### src/rtl/hazard_pkg.sv
// hazard_pkg: shared entry type, select-width helper and constants for reg_hazard_tracker
package hazard_pkg;
  localparam int HZ_ADDR_W = 5;
  localparam int SEL_REGFILE = 0;
  typedef struct packed {
    logic                 v;
    logic                 ld;
    logic [HZ_ADDR_W-1:0] dest;
  } hz_entry_t;
  function automatic int sel_width(input int depth);
    return $clog2(depth + 1);
  endfunction
endpackage

### src/rtl/addr_match.sv
// addr_match: gated address equality; register 0 never matches
module addr_match #(
  parameter int ADDR_W = 5
) (
  input  logic              en,
  input  logic [ADDR_W-1:0] src,
  input  logic [ADDR_W-1:0] dest,
  output logic              match
);
  assign match = en & (src == dest) & (|src);
endmodule

### src/rtl/reg_hazard_tracker.sv
// reg_hazard_tracker: multi-stage destination tracker producing decode stall and forwarding selects
// Optional forwarding enabled by defining HAZ_FORWARD_EN (otherwise stall until producer retires)
module reg_hazard_tracker
  import hazard_pkg::*;
#(
  parameter int ADDR_W = HZ_ADDR_W,
  parameter int DEPTH = 3,
  parameter int NSRC = 2,
  parameter int CNT_W = 16,
  localparam int SEL_W = sel_width(DEPTH)
) (
  input  logic                   clk,
  input  logic                   reset,
  input  logic                   issue_valid,
  input  logic                   issue_wen,
  input  logic                   issue_load,
  input  logic [ADDR_W-1:0]      issue_dest,
  input  logic [NSRC-1:0]        src_valid,
  input  logic [NSRC*ADDR_W-1:0] src_addr,
  input  logic                   flush,
  output logic                   stall,
  output logic [NSRC*SEL_W-1:0]  fwd_sel,
  output logic [CNT_W-1:0]       stall_count
);
  hz_entry_t ent [DEPTH];
  logic [NSRC-1:0][DEPTH-1:0] m;
  logic hit;
  genvar p, i;
  generate
    for (p = 0; p < NSRC; p++) begin : g_port
      for (i = 0; i < DEPTH; i++) begin : g_stage
        addr_match #(.ADDR_W(ADDR_W)) u_match (
          .en   (src_valid[p] & ent[i].v),
          .src  (src_addr[p*ADDR_W +: ADDR_W]),
          .dest (ent[i].dest),
          .match(m[p][i])
        );
      end
    end
  endgenerate
  // Scan oldest to youngest so the youngest matching stage overwrites the select
  always_comb begin
    fwd_sel = '0;
    hit = 1'b0;
    for (int q = 0; q < NSRC; q++) begin
`ifdef HAZ_FORWARD_EN
      hit = hit | (m[q][0] & ent[0].ld);
      for (int s = DEPTH - 1; s >= 0; s--)
        if (m[q][s]) fwd_sel[q*SEL_W +: SEL_W] = SEL_W'(s + 1);
`else
      hit = hit | (|m[q]);
`endif
    end
  end
  assign stall = issue_valid & ~flush & hit;
  always_ff @(posedge clk) begin
    if (reset) begin
      ent <= '{default: '0};
      stall_count <= '0;
    end else begin
      ent[0] <= '{v: issue_valid & issue_wen & ~stall & ~flush, ld: issue_load, dest: issue_dest};
      for (int s = 1; s < DEPTH; s++) ent[s] <= flush ? '0 : ent[s-1];
      if (stall && stall_count != '1) stall_count <= stall_count + 1'b1;
    end
  end
endmodule
### config.mk
export PLATFORM = sky130hd
export DESIGN_NAME = reg_hazard_tracker
export DESIGN_NICKNAME = d
export VERILOG_FILES = /design/src/rtl/hazard_pkg.sv /design/src/rtl/addr_match.sv /design/src/rtl/reg_hazard_tracker.sv
export SDC_FILE = /design/constraint.sdc
export NUM_CORES = 1
export LEC_CHECK = 0
export BUFFER_PORTS_ARGS = -buffer_cell sky130_fd_sc_hd__buf_2
export CORE_MARGIN = 1
export CORE_UTILIZATION = 45
export DETAILED_ROUTE_END_ITERATION = 7
export PLACE_DENSITY = 0.68
export SETUP_SLACK_MARGIN = 0.05
export SLEW_MARGIN = 20
export SYNTH_ARGS = -nofsm -noshare
export SYNTH_HDL_FRONTEND = slang
export SYNTH_SLANG_ARGS = --single-unit
### constraint.sdc
create_clock -name clk -period 2.2 [get_ports clk]
set_clock_uncertainty 0.1 [all_clocks]
set_input_delay 0.11 -clock clk [delete_from_list [all_inputs] [get_ports clk]]
set_output_delay 0.11 -clock clk [all_outputs]
set_load 0.1 [all_outputs]
Word-level counts from Yosys, hierarchy flattened
Index checks and enable logic that the tools add are counted.

Add/subtract/negate cells: 1. Eq/ne operators: 7. Bitwise gates (word level): 26. Reduce and logical (&&, ||, !) cells: 6.

Operators with widths (count): == test 5 bit (6); AND 1 bit (23); adder 16 x 1 -> 16 bit, second input constant (1); != test 16 bit, second input constant (1); OR reduction 5 bit (2); OR reduction 3 bit (2); inverter 1 bit (2); OR reduction 2 bit (1); logical AND 1 bit (1); bitwise OR 1 bit (1).

Register bits after elaboration: 34. Input bits: 23. Output and inout port bits: 21. Word-level logic and storage cells: 47.

Longest topological paths before layout
Gate-level depths: netlist of run 1.

Depth after elaboration: 9. Gate-level depth with buffers: 8.

Cells and area by module
Synthesis of run 1 repeated with hierarchy kept, for this count alone.

Cell total of the unflattened synthesis: 214. Area, all modules: 1875.5 um^2.

Modules (own cells, without submodules): reg_hazard_tracker (instances 1, cells an instance 154, area each 1455.1 um^2, sequential area each 680.7 um^2); addr_match (instances 6, cells an instance 10, area each 70.1 um^2, sequential area each 0.0 um^2).

Least setup slack after synthesis of run 1
Ideal clock, no wire load.

Path kind: register -> register. From: reg stall_count[0]. To: reg stall_count[9]. Arrival time: 2.574 ns. Required time: 1.977 ns. Slack: -0.598 ns. Stages on the path, launching flop included: 9. Cells stage by stage: dfxtp_1 > ha_1 > and4_4 > buf_6 > a311o_1 > a31o_4 > a21oi_4 > and4_1 > mux2_1.

Cells in the longest elaborated chain, start to end: 2.

Ends and longest elaborated chain: from (decl) (line reg_hazard_tracker.sv:23) `output logic [CNT_W-1:0] stall_count`; from (signal assigned) (line reg_hazard_tracker.sv:63) `if (stall && stall_count != '1) stall_count <= stall_count + 1'b1;`; parallel branches: the longest is 2 deep, another holds adder 16 x 1 -> 16 bit.

Several ways; the timed one is not identified. A chain may end at the register's enable or synchronous reset.

Worst setup path after layout of run 1
From: reg stall_count[7]. To: reg stall_count[9].

Same word-level chain as after synthesis.

==> results of run 1 <==
[what timing repair did]
item,4_1_cts,5_1_grt
hold endpoints to repair,6,0
hold buffers,6,0
gates resized for setup,1,5
setup endpoints to repair,3,9
pin swaps,2,5
buffers inserted,0,0
[power by group through the flow]
stage / logic [W] / clock network, W / registers (W)
global placement: 0.000127 / 0 / 0.000637
global route: 0.000149 / 0.000561 / 0.000624
detailed placement: 0.000128 / 0 / 0.000637
finish: 0.000136 / 0.000521 / 0.000623
CTS: 0.000137 / 0.000533 / 0.000623
floorplan: 0.0000899 / 0 / 0.000636
[through the flow]
stage               total power (W)   util  hold WS (ps)  setup TNS, ps  worst slack, ps
floorplan                  0.000725      -           128           -336             -118
global placement           0.000765  0.578           225              0             10.7
detailed placement         0.000766  0.578           223          -3.36            -3.36
CTS                         0.00129  0.622           186         -0.693           -0.674
global route                0.00133  0.627           215           -434             -107
finish                      0.00128  0.627           181          -20.0            -20.0
[layout by cell type, fill, tap and decap left out, drive strengths merged, types with 3 or more instances in the layout]
cell type / netlist / final
buf: 5 / 46
dfxtp: 34 / 34
xor2: 25 / 25
nor2: 18 / 18
nor2b: 15 / 15
and2: 13 / 13
xnor2: 11 / 11
nand3: 11 / 11
and3: 9 / 9
mux2: 9 / 9
nor4: 6 / 6
dlygate4sd3: 0 / 6
clkbuf: 4 / 6
conb: 1 / 4
nand2: 4 / 4
o21ai: 3 / 3
and4: 3 / 3
[area by class of cell]
class,instances,area (µm²)
clock buffer,6,93.8
clock inverter,2,10.0
fill,353,1400
inverter,1,3.75
multi-input combinational,151,1130
sequential,34,723
tap,48,60.1
timing repair buffer,52,325
[path summary, 6_finish.rpt]
check,start,endpoint,slack [ps]
worst min-delay path,issue_valid,ent[20],180
worst min register to register,ent[10],ent[3],410
worst max register to register,stall_count[7],stall_count[9],-20
worst max-delay path,stall_count[7],stall_count[9],-20
[critical path, stage by stage (launching register included)]
cell                      delay [ps]
sky130_fd_sc_hd__dfxtp_4         340
sky130_fd_sc_hd__and3_4          180
sky130_fd_sc_hd__and3_4          180
sky130_fd_sc_hd__a311o_1         350
sky130_fd_sc_hd__a31o_4          250
sky130_fd_sc_hd__a21oi_4         180
sky130_fd_sc_hd__and4_1          230
sky130_fd_sc_hd__mux2_4          300
[state kept, by name, indices dropped and copies added, names as in the netlist]
register     count
ent             18
stall_count     16
[cell families (layout without fill, tap and decap cells)]
kind of cell               Yosys count  in the layout
and+or+nand+nor                     86             86
xor gates and xnor gates            36             36
DFF                                 34             34
AOI/OAI and AO/OA                   14             14
muxes                               10             10
buffers and inverters               10             61
adders and majority gates            1              1
other                                1              4
[layer usage]
layer | part of all wire | GRT usage | wire length, µm | vias up
li1 | - | - | - | 753
met1 | 0.51 | 0.276 | 1930 | 687
met2 | 0.45 | 0.298 | 1710 | 32
met3 | 0.039 | 0.0486 | 149 | 2
met4 | 0.0045 | 0.0571 | 17 | 0
met5 | 0 | 0 | 0 | -
[synth_stat cells, types with 2 or more instances]
cell	number
sky130_fd_sc_hd__nand2_1	3
sky130_fd_sc_hd__nor2_1	18
sky130_fd_sc_hd__mux2_2	3
sky130_fd_sc_hd__a311o_1	2
sky130_fd_sc_hd__dfxtp_1	34
sky130_fd_sc_hd__nand3_1	11
sky130_fd_sc_hd__xor2_1	25
sky130_fd_sc_hd__buf_4	4
sky130_fd_sc_hd__o21ai_1	2
sky130_fd_sc_hd__clkbuf_1	4
sky130_fd_sc_hd__or4_1	2
sky130_fd_sc_hd__nand4_1	2
sky130_fd_sc_hd__a31oi_1	2
sky130_fd_sc_hd__and3_1	8
sky130_fd_sc_hd__mux2_1	6
sky130_fd_sc_hd__nor2b_1	15
sky130_fd_sc_hd__a31o_4	2
sky130_fd_sc_hd__and2_1	13
sky130_fd_sc_hd__xnor2_1	11
sky130_fd_sc_hd__nor4_1	6
sky130_fd_sc_hd__and4_1	2
==> report_table.html, run 1 <==
<table>
<tr><th>Metric</th><th>Value</th></tr>
<tr><th colspan="2">Synth</th></tr>
<tr><td>Share of synthesized area occupied by flip-flops and latches</td><td>0.377</td></tr>
<tr><td>Synthesized instance count</td><td>192</td></tr>
<tr><td>Cell area after synthesis</td><td>1800 µm²</td></tr>
<tr><td>Flip-flop and latch count after synthesis</td><td>34</td></tr>
<tr><td>Portion of synthesized cell area occupied by the leading cell type</td><td>0.377</td></tr>
<tr><td>Adder and majority gate portion of the synthesized area</td><td>0.00693</td></tr>
<tr><td>XOR/XNOR Fraction of Synth Area</td><td>0.175</td></tr>
<tr><td>Most used DFF post-synth</td><td>sky130_fd_sc_hd__dfxtp_1</td></tr>
<tr><td>Average size of a mapped cell</td><td>9.40 µm²</td></tr>
<tr><td>Multiplexer share of the synthesized area</td><td>0.0617</td></tr>
<tr><td>Most area-hungry cell type in the Yosys netlist</td><td>sky130_fd_sc_hd__dfxtp_1</td></tr>
<tr><td>Async S/R FF share, synth</td><td>0</td></tr>
<tr><td>Simple-gate area share of the yosys netlist</td><td>0.272</td></tr>
<tr><td>Main area contributors after synthesis</td><td>sky130_fd_sc_hd__dfxtp_1, sky130_fd_sc_hd__xor2_1, sky130_fd_sc_hd__xnor2_1, sky130_fd_sc_hd__nor2b_1, sky130_fd_sc_hd__and2_1</td></tr>
<tr><td>Ys Warns</td><td>0</td></tr>
<tr><td>Number of distinct standard cells referenced by the synthesized netlist</td><td>38</td></tr>
<tr><td>Complex-gate fraction of the synthesized area</td><td>0.0721</td></tr>
<tr><td>Post-synth EDFFs</td><td>0</td></tr>
<tr><td>Dominant combinational cell family by area after synthesis</td><td>simple AND/OR/NAND/NOR gates</td></tr>
<tr><th colspan="2">Floorplanning</th></tr>
<tr><td>Number of rows created at floorplan</td><td>22</td></tr>
<tr><td>Count of pins on the block boundary</td><td>44</td></tr>
<tr><td>Core area</td><td>3740 µm²</td></tr>
<tr><td>Die W</td><td>65.3 µm</td></tr>
<tr><td>Die area</td><td>4270 µm²</td></tr>
<tr><td>Initial cell density of the core</td><td>0.482</td></tr>
<tr><td>Vertical extent of the die</td><td>65.3 µm</td></tr>
<tr><th colspan="2">Timing</th></tr>
<tr><td>Max_slew headroom</td><td>0.586</td></tr>
<tr><td>Shortest period the worst path allows</td><td>2220 ps</td></tr>
<tr><td>Setup repair after global routing missed its margin</td><td>yes</td></tr>
<tr><td>Number of pins exceeding their max-slew limit in the final report</td><td>0</td></tr>
<tr><td>Post-layout worst setup margin</td><td>-20.0 ps</td></tr>
<tr><td>Upper clock frequency limit</td><td>0.450 GHz</td></tr>
<tr><td>Number of setup violations in the final report</td><td>1</td></tr>
<tr><td>Period Utilization, post-route</td><td>1.01</td></tr>
<tr><td>Count of endpoints failing hold in the final timing report</td><td>0</td></tr>
<tr><td>Transition time at the pin with the least slew margin</td><td>619 ps</td></tr>
<tr><th colspan="2">Pwr</th></tr>
<tr><td>Ratio of total power to cell area</td><td>546 nW/µm²</td></tr>
<tr><td>Net switching share of the total power</td><td>0.255</td></tr>
<tr><td>Leakage Power</td><td>1.03 nW</td></tr>
<tr><td>Sequential fraction of design power</td><td>0.487</td></tr>
<tr><td>Portion of total power attributed to combinational logic</td><td>0.106</td></tr>
<tr><td>Power share of the clock group</td><td>0.407</td></tr>
<tr><td>Switching power summed over all nets</td><td>0.000326 W</td></tr>
<tr><td>Peak supply drop</td><td>420 µV</td></tr>
<tr><td>Design internal power</td><td>0.000955 W</td></tr>
<tr><th colspan="2">Flow run</th></tr>
<tr><td>Maxcap violations</td><td>0</td></tr>
<tr><th colspan="2">GRT</th></tr>
<tr><td>Number of global-route vias before repair</td><td>1318</td></tr>
<tr><td>First-pass GRT wire length</td><td>6400 µm</td></tr>
<tr><td>Overflow after GRT</td><td>0</td></tr>
<tr><td>Antenna violations before repair</td><td>0</td></tr>
<tr><td>Largest net degree at the start of global routing</td><td>33</td></tr>
<tr><td>Total global routing track utilization</td><td>0.197</td></tr>
<tr><th colspan="2">Drt</th></tr>
<tr><td>Antenna violation net count after detailed routing</td><td>0</td></tr>
<tr><td>Post-DR vias/cell</td><td>5.01</td></tr>
<tr><td>Post-detailed-routing wire length</td><td>3810 µm</td></tr>
<tr><td>Pre-antenna DRT Iters</td><td>4</td></tr>
<tr><td>Per-cell routed wire length</td><td>12.9 µm</td></tr>
<tr><td>Vias</td><td>1474</td></tr>
<tr><td>Number of remaining DRC errors</td><td>0</td></tr>
<tr><td>Number of DRC markers in iteration 0</td><td>45</td></tr>
<tr><th colspan="2">Clocking</th></tr>
<tr><td>Number of sinks on the clock net</td><td>34</td></tr>
<tr><td>Num CTS Buffers</td><td>5</td></tr>
<tr><td>Clock slew at reported path FFs</td><td>70 ps</td></tr>
<tr><td>Count of H-tree levels built during CTS</td><td>2</td></tr>
<tr><td>TritonCTS clock tree</td><td>built</td></tr>
<tr><td>Clock latency on the worst-skew pair</td><td>280 ps</td></tr>
<tr><td>Maximum buffer depth of the clock tree</td><td>2</td></tr>
<tr><td>Clock root buffer</td><td>sky130_fd_sc_hd__clkbuf_8</td></tr>
<tr><th colspan="2">Final layout</th></tr>
<tr><td>Share of layout cells above drive strength 1</td><td>0.370</td></tr>
<tr><td>Non-filler instance count after layout</td><td>294</td></tr>
<tr><td>Synth-to-layout area growth</td><td>30.1%</td></tr>
<tr><td>Final design area excluding fillers</td><td>2350 µm²</td></tr>
<tr><td>Ant diodes</td><td>0</td></tr>
<tr><td># nets final</td><td>269</td></tr>
<tr><th colspan="2">Placed design</th></tr>
<tr><td># port buffers</td><td>38</td></tr>
<tr><td>Cell area reported after detailed placement</td><td>2160 µm²</td></tr>
<tr><td>Placer Congestion</td><td>0.811</td></tr>
<tr><td>Final HPWL from detailed placement</td><td>2800 µm</td></tr>
<tr><td>Placed insts</td><td>280</td></tr>
<tr><th colspan="2">Setup path</th></tr>
<tr><td>Critical path class</td><td>reg2reg</td></tr>
<tr><td>Kind of capture point of the worst setup path</td><td>register</td></tr>
<tr><td>Worst-path fanout max</td><td>6</td></tr>
<tr><td>WP data arrival</td><td>2300 ps</td></tr>
<tr><td>Reg2Reg Depth</td><td>7</td></tr>
<tr><td>Critical path required time</td><td>2280 ps</td></tr>
<tr><td>Worst setup SP type</td><td>register</td></tr>
<tr><th colspan="2">Hold path</th></tr>
<tr><td>Hold Crit Depth</td><td>4</td></tr>
<tr><td>Type of the worst min-delay path</td><td>in2reg</td></tr>
<tr><th colspan="2">Status</th></tr>
<tr><td>Violated checks</td><td>setup timing</td></tr>
<tr><td>Status</td><td>finished, violations left</td></tr>
</table>
Note: power is estimated with default switching activity, not from simulation.
==> inputs of run 2 (changes only) <==
--- a/config.mk
+++ b/config.mk
@@ -9,7 +9,7 @@
 export CORE_MARGIN = 1
 export CORE_UTILIZATION = 45
 export DETAILED_ROUTE_END_ITERATION = 7
-export PLACE_DENSITY = 0.68
+export PLACE_DENSITY = 0.81
 export SETUP_SLACK_MARGIN = 0.05
 export SLEW_MARGIN = 20
 export SYNTH_ARGS = -nofsm -noshare
==> report_table.html, run 2 (synthesis gave the netlist of run 1 again) <==
<table>
<tr><th>Metric</th><th>Value</th></tr>
<tr><th colspan="2">Final layout</th></tr>
<tr><td>Share of layout cells above drive strength 1</td><td>0.391 (+0.0212)</td></tr>
<tr><td>Regs by FF count</td><td>ent: 18 flops, stall_count: 16 flops</td></tr>
<tr><td>Most used cells in the layout excluding fill and tap cells</td><td>sky130_fd_sc_hd__buf_2, sky130_fd_sc_hd__xor2_1, sky130_fd_sc_hd__nor2_1</td></tr>
<tr><td># nets final</td><td>271 (+0.74%)</td></tr>
<tr><td>Ant diodes</td><td>0 (unchanged)</td></tr>
<tr><td>Reg with most FFs</td><td>ent</td></tr>
<tr><td>Max FFs per register</td><td>18 (unchanged)</td></tr>
<tr><td>Final Core Density</td><td>0.636 (+0.00902)</td></tr>
<tr><td>Filler Cell Count</td><td>313 (-11%)</td></tr>
<tr><td>Synth-to-layout area growth</td><td>32.0%</td></tr>
<tr><td>Most common library cell in the layout ignoring fill and taps</td><td>sky130_fd_sc_hd__buf_2</td></tr>
<tr><th colspan="2">Clocking</th></tr>
<tr><td>Number of sinks on the clock net</td><td>34 (unchanged)</td></tr>
<tr><td>Maximum buffer depth of the clock tree</td><td>2 (unchanged)</td></tr>
<tr><td>Num CTS Buffers</td><td>5 (unchanged)</td></tr>
<tr><td>TritonCTS clock tree</td><td>built</td></tr>
<tr><td>Clock root buffer</td><td>sky130_fd_sc_hd__clkbuf_8</td></tr>
<tr><td>Count of H-tree levels built during CTS</td><td>2 (unchanged)</td></tr>
<tr><td>Clock slew at reported path FFs</td><td>70 ps (about the same)</td></tr>
<tr><td>Clock latency on the worst-skew pair</td><td>290 ps (about the same)</td></tr>
<tr><th colspan="2">Timing</th></tr>
<tr><td>Shortest period the worst path allows</td><td>2190 ps (-26.3 ps)</td></tr>
<tr><td>Transition time at the pin with the least slew margin</td><td>644 ps (+25.1 ps)</td></tr>
<tr><td>Setup repair after global routing missed its margin</td><td>yes</td></tr>
<tr><td>Count of endpoints failing hold in the final timing report</td><td>0 (unchanged)</td></tr>
<tr><td>Number of pins exceeding their max-slew limit in the final report</td><td>0 (unchanged)</td></tr>
<tr><td>Upper clock frequency limit</td><td>0.456 GHz (+1.2%)</td></tr>
<tr><td>Max_slew headroom</td><td>0.569 (-0.0168)</td></tr>
<tr><td>Period Utilization, post-route</td><td>0.997 (-0.0119)</td></tr>
<tr><td>Number of setup violations in the final report</td><td>0 (-1)</td></tr>
<tr><th colspan="2">Drt</th></tr>
<tr><td>Antenna violation net count after detailed routing</td><td>0 (unchanged)</td></tr>
<tr><td>Pre-antenna DRT Iters</td><td>6 (+2)</td></tr>
<tr><td>Vias</td><td>1490 (+1.1%)</td></tr>
<tr><td>Per-cell routed wire length</td><td>13.3 µm (+2.7%)</td></tr>
<tr><td>Number of remaining DRC errors</td><td>0 (unchanged)</td></tr>
<tr><td>Post-detailed-routing wire length</td><td>3940 µm (+3.4%)</td></tr>
<tr><td>Number of DRC markers in iteration 0</td><td>30 (-33%)</td></tr>
<tr><td>Post-DR vias/cell</td><td>5.03 (+0.40%)</td></tr>
<tr><th colspan="2">GRT</th></tr>
<tr><td>Number of global-route vias before repair</td><td>1476 (+12%)</td></tr>
<tr><td>Overflow after GRT</td><td>0 (unchanged)</td></tr>
<tr><td>Antenna violations before repair</td><td>0 (unchanged)</td></tr>
<tr><td>Total global routing track utilization</td><td>0.205 (+0.00770)</td></tr>
<tr><td>Largest net degree at the start of global routing</td><td>22 (-33%)</td></tr>
<tr><td>First-pass GRT wire length</td><td>6500 µm (+1.5%)</td></tr>
<tr><th colspan="2">Pwr</th></tr>
<tr><td>Portion of total power attributed to combinational logic</td><td>0.115 (+0.009)</td></tr>
<tr><td>Leakage Power</td><td>1.03 nW (+0.23%)</td></tr>
<tr><td>Design internal power</td><td>0.000915 W (-4.1%)</td></tr>
<tr><td>Post-route total power</td><td>0.00123 W (-3.8%)</td></tr>
<tr><td>Power share of the clock group</td><td>0.379 (-0.028)</td></tr>
<tr><td>Sequential fraction of design power</td><td>0.506 (+0.019)</td></tr>
<tr><td>Switching power summed over all nets</td><td>0.000317 W (-2.7%)</td></tr>
<tr><td>Peak supply drop</td><td>380 µV (-9.6%)</td></tr>
<tr><td>Net switching share of the total power</td><td>0.257 (+0.00290)</td></tr>
<tr><td>Ratio of total power to cell area</td><td>518 nW/µm² (-5.1%)</td></tr>
<tr><th colspan="2">Floorplanning</th></tr>
<tr><td>Initial cell density of the core</td><td>0.482 (unchanged)</td></tr>
<tr><td>Number of rows created at floorplan</td><td>22 (unchanged)</td></tr>
<tr><td>Vertical extent of the die</td><td>65.3 µm (unchanged)</td></tr>
<tr><td>Die W</td><td>65.3 µm (unchanged)</td></tr>
<tr><td>Core area</td><td>3740 µm² (unchanged)</td></tr>
<tr><td>Count of pins on the block boundary</td><td>44 (unchanged)</td></tr>
<tr><td>Die area</td><td>4270 µm² (unchanged)</td></tr>
<tr><th colspan="2">Setup path</th></tr>
<tr><td>Worst setup SP type</td><td>register</td></tr>
<tr><td>Worst reg2reg startpoint</td><td>ent[0]</td></tr>
<tr><td>Critical path class</td><td>reg2reg</td></tr>
<tr><td>Critical path required time</td><td>2280 ps (about the same)</td></tr>
<tr><td>Worst-path fanout max</td><td>5 (-1)</td></tr>
<tr><td>Minimum setup slack among reg-to-reg paths</td><td>6 ps (+30 ps)</td></tr>
<tr><td>Reg2Reg Depth</td><td>7 (unchanged)</td></tr>
<tr><td>Kind of capture point of the worst setup path</td><td>register</td></tr>
<tr><td>Reg2reg end</td><td>stall_count[9]</td></tr>
<tr><td>WP data arrival</td><td>2270 ps (-30 ps)</td></tr>
<tr><th colspan="2">Hold path</th></tr>
<tr><td>Hold Crit Depth</td><td>2 (-2)</td></tr>
<tr><td>Critical hold path startpoint</td><td>reset</td></tr>
<tr><td>Type of the worst min-delay path</td><td>in2reg</td></tr>
<tr><td>Hold Crit Endpoint</td><td>stall_count[2]</td></tr>
<tr><th colspan="2">Placed design</th></tr>
<tr><td>Final HPWL from detailed placement</td><td>2880 µm (+2.8%)</td></tr>
<tr><td># port buffers</td><td>38 (unchanged)</td></tr>
<tr><td>Placer Congestion</td><td>0.871 (+7.3%)</td></tr>
<tr><th colspan="2">Flow run</th></tr>
<tr><td>Maxcap violations</td><td>0 (unchanged)</td></tr>
<tr><th colspan="2">Status</th></tr>
<tr><td>Status</td><td>finished clean</td></tr>
</table>
==> run 2: cell count changes in the layout (fill, tap and decap cells not counted), sizes merged <==
| cell | previous run | this run |
|---|---|---|
| buf | 46 | 48 |
==> run 2: what timing repair did <==
action,4_1_cts,5_1_grt
pin swaps,11,5
endpoints found under the hold margin,6,0
resized for setup,7,8
setup buffers,2,0
endpoints found under the setup margin,4,9
hold buffers,6,0
==> run 2: worst max path at each step <==
stage	from	endpoint	slack (ps)
2_1_floorplan	stall_count[4]	stall_count[9]	-120
3_3_place_gp	stall_count[9]	stall_count[9]	8
3_5_place_dp	ent[17]	stall_count[9]	-10
4_1_cts	ent[0]	stall_count[9]	0.9
5_1_grt	ent[0]	stall_count[9]	-70
6_report	ent[0]	stall_count[9]	6
==> run 2: routing by layer <==
layer  part of all wire  wire, µm  track usage  vias up
li1                   -         -            -      759
met1               0.46      1800        0.240      687
met2               0.48      1900        0.340       36
met3              0.042       165       0.0642        8
met4              0.017        68       0.0897        0
met5                  0         0            0        -
==> run 2: cell type report <==
cell class,instances,area [µm²],share of cell area
multi-input combinational,151,1160,0.487
sequential,34,727,0.305
timing repair buffer,54,340,0.143
clock buffer,6,82.6,0.0347
tap,48,60.1,0.0252
clock inverter,2,7.51,0.00315
inverter,1,3.75,0.00158
==> run 2: worst max-delay path, cell delays in order (launching register included) <==
cell	delay, ps
sky130_fd_sc_hd__dfxtp_2	330
sky130_fd_sc_hd__xor2_1	160
sky130_fd_sc_hd__nor4_1	260
sky130_fd_sc_hd__nand3_1	200
sky130_fd_sc_hd__a31o_4	320
sky130_fd_sc_hd__a21oi_4	180
sky130_fd_sc_hd__and4_1	230
sky130_fd_sc_hd__mux2_4	300
==> run 2: per-stage QoR <==
stage / hold WS, ps / instances / setup TNS, ps / area [µm²] / setup slack, ps
global route: 117 / 296 / -85.1 / 2380 / -68.3
detailed placement: 223 / 280 / -14.3 / 2160 / -14.3
finish: 102 / 296 / 0 / 2380 / 6.29
global placement: 221 / 280 / 0 / 2160 / 8.41
floorplan: 128 / 195 / -336 / 1890 / -118
CTS: 99.1 / 296 / 0 / 2360 / 0.940
==> run 2: power groups by stage <==
stage	clock [W]	sequential, W	combinational, W
2_1_floorplan	0	0.000636	0.0000899
3_3_place_gp	0	0.000637	0.000128
3_5_place_dp	0	0.000637	0.000130
4_1_cts	0.000478	0.000623	0.000141
5_1_grt	0.000517	0.000624	0.000152
6_report	0.000468	0.000624	0.000142
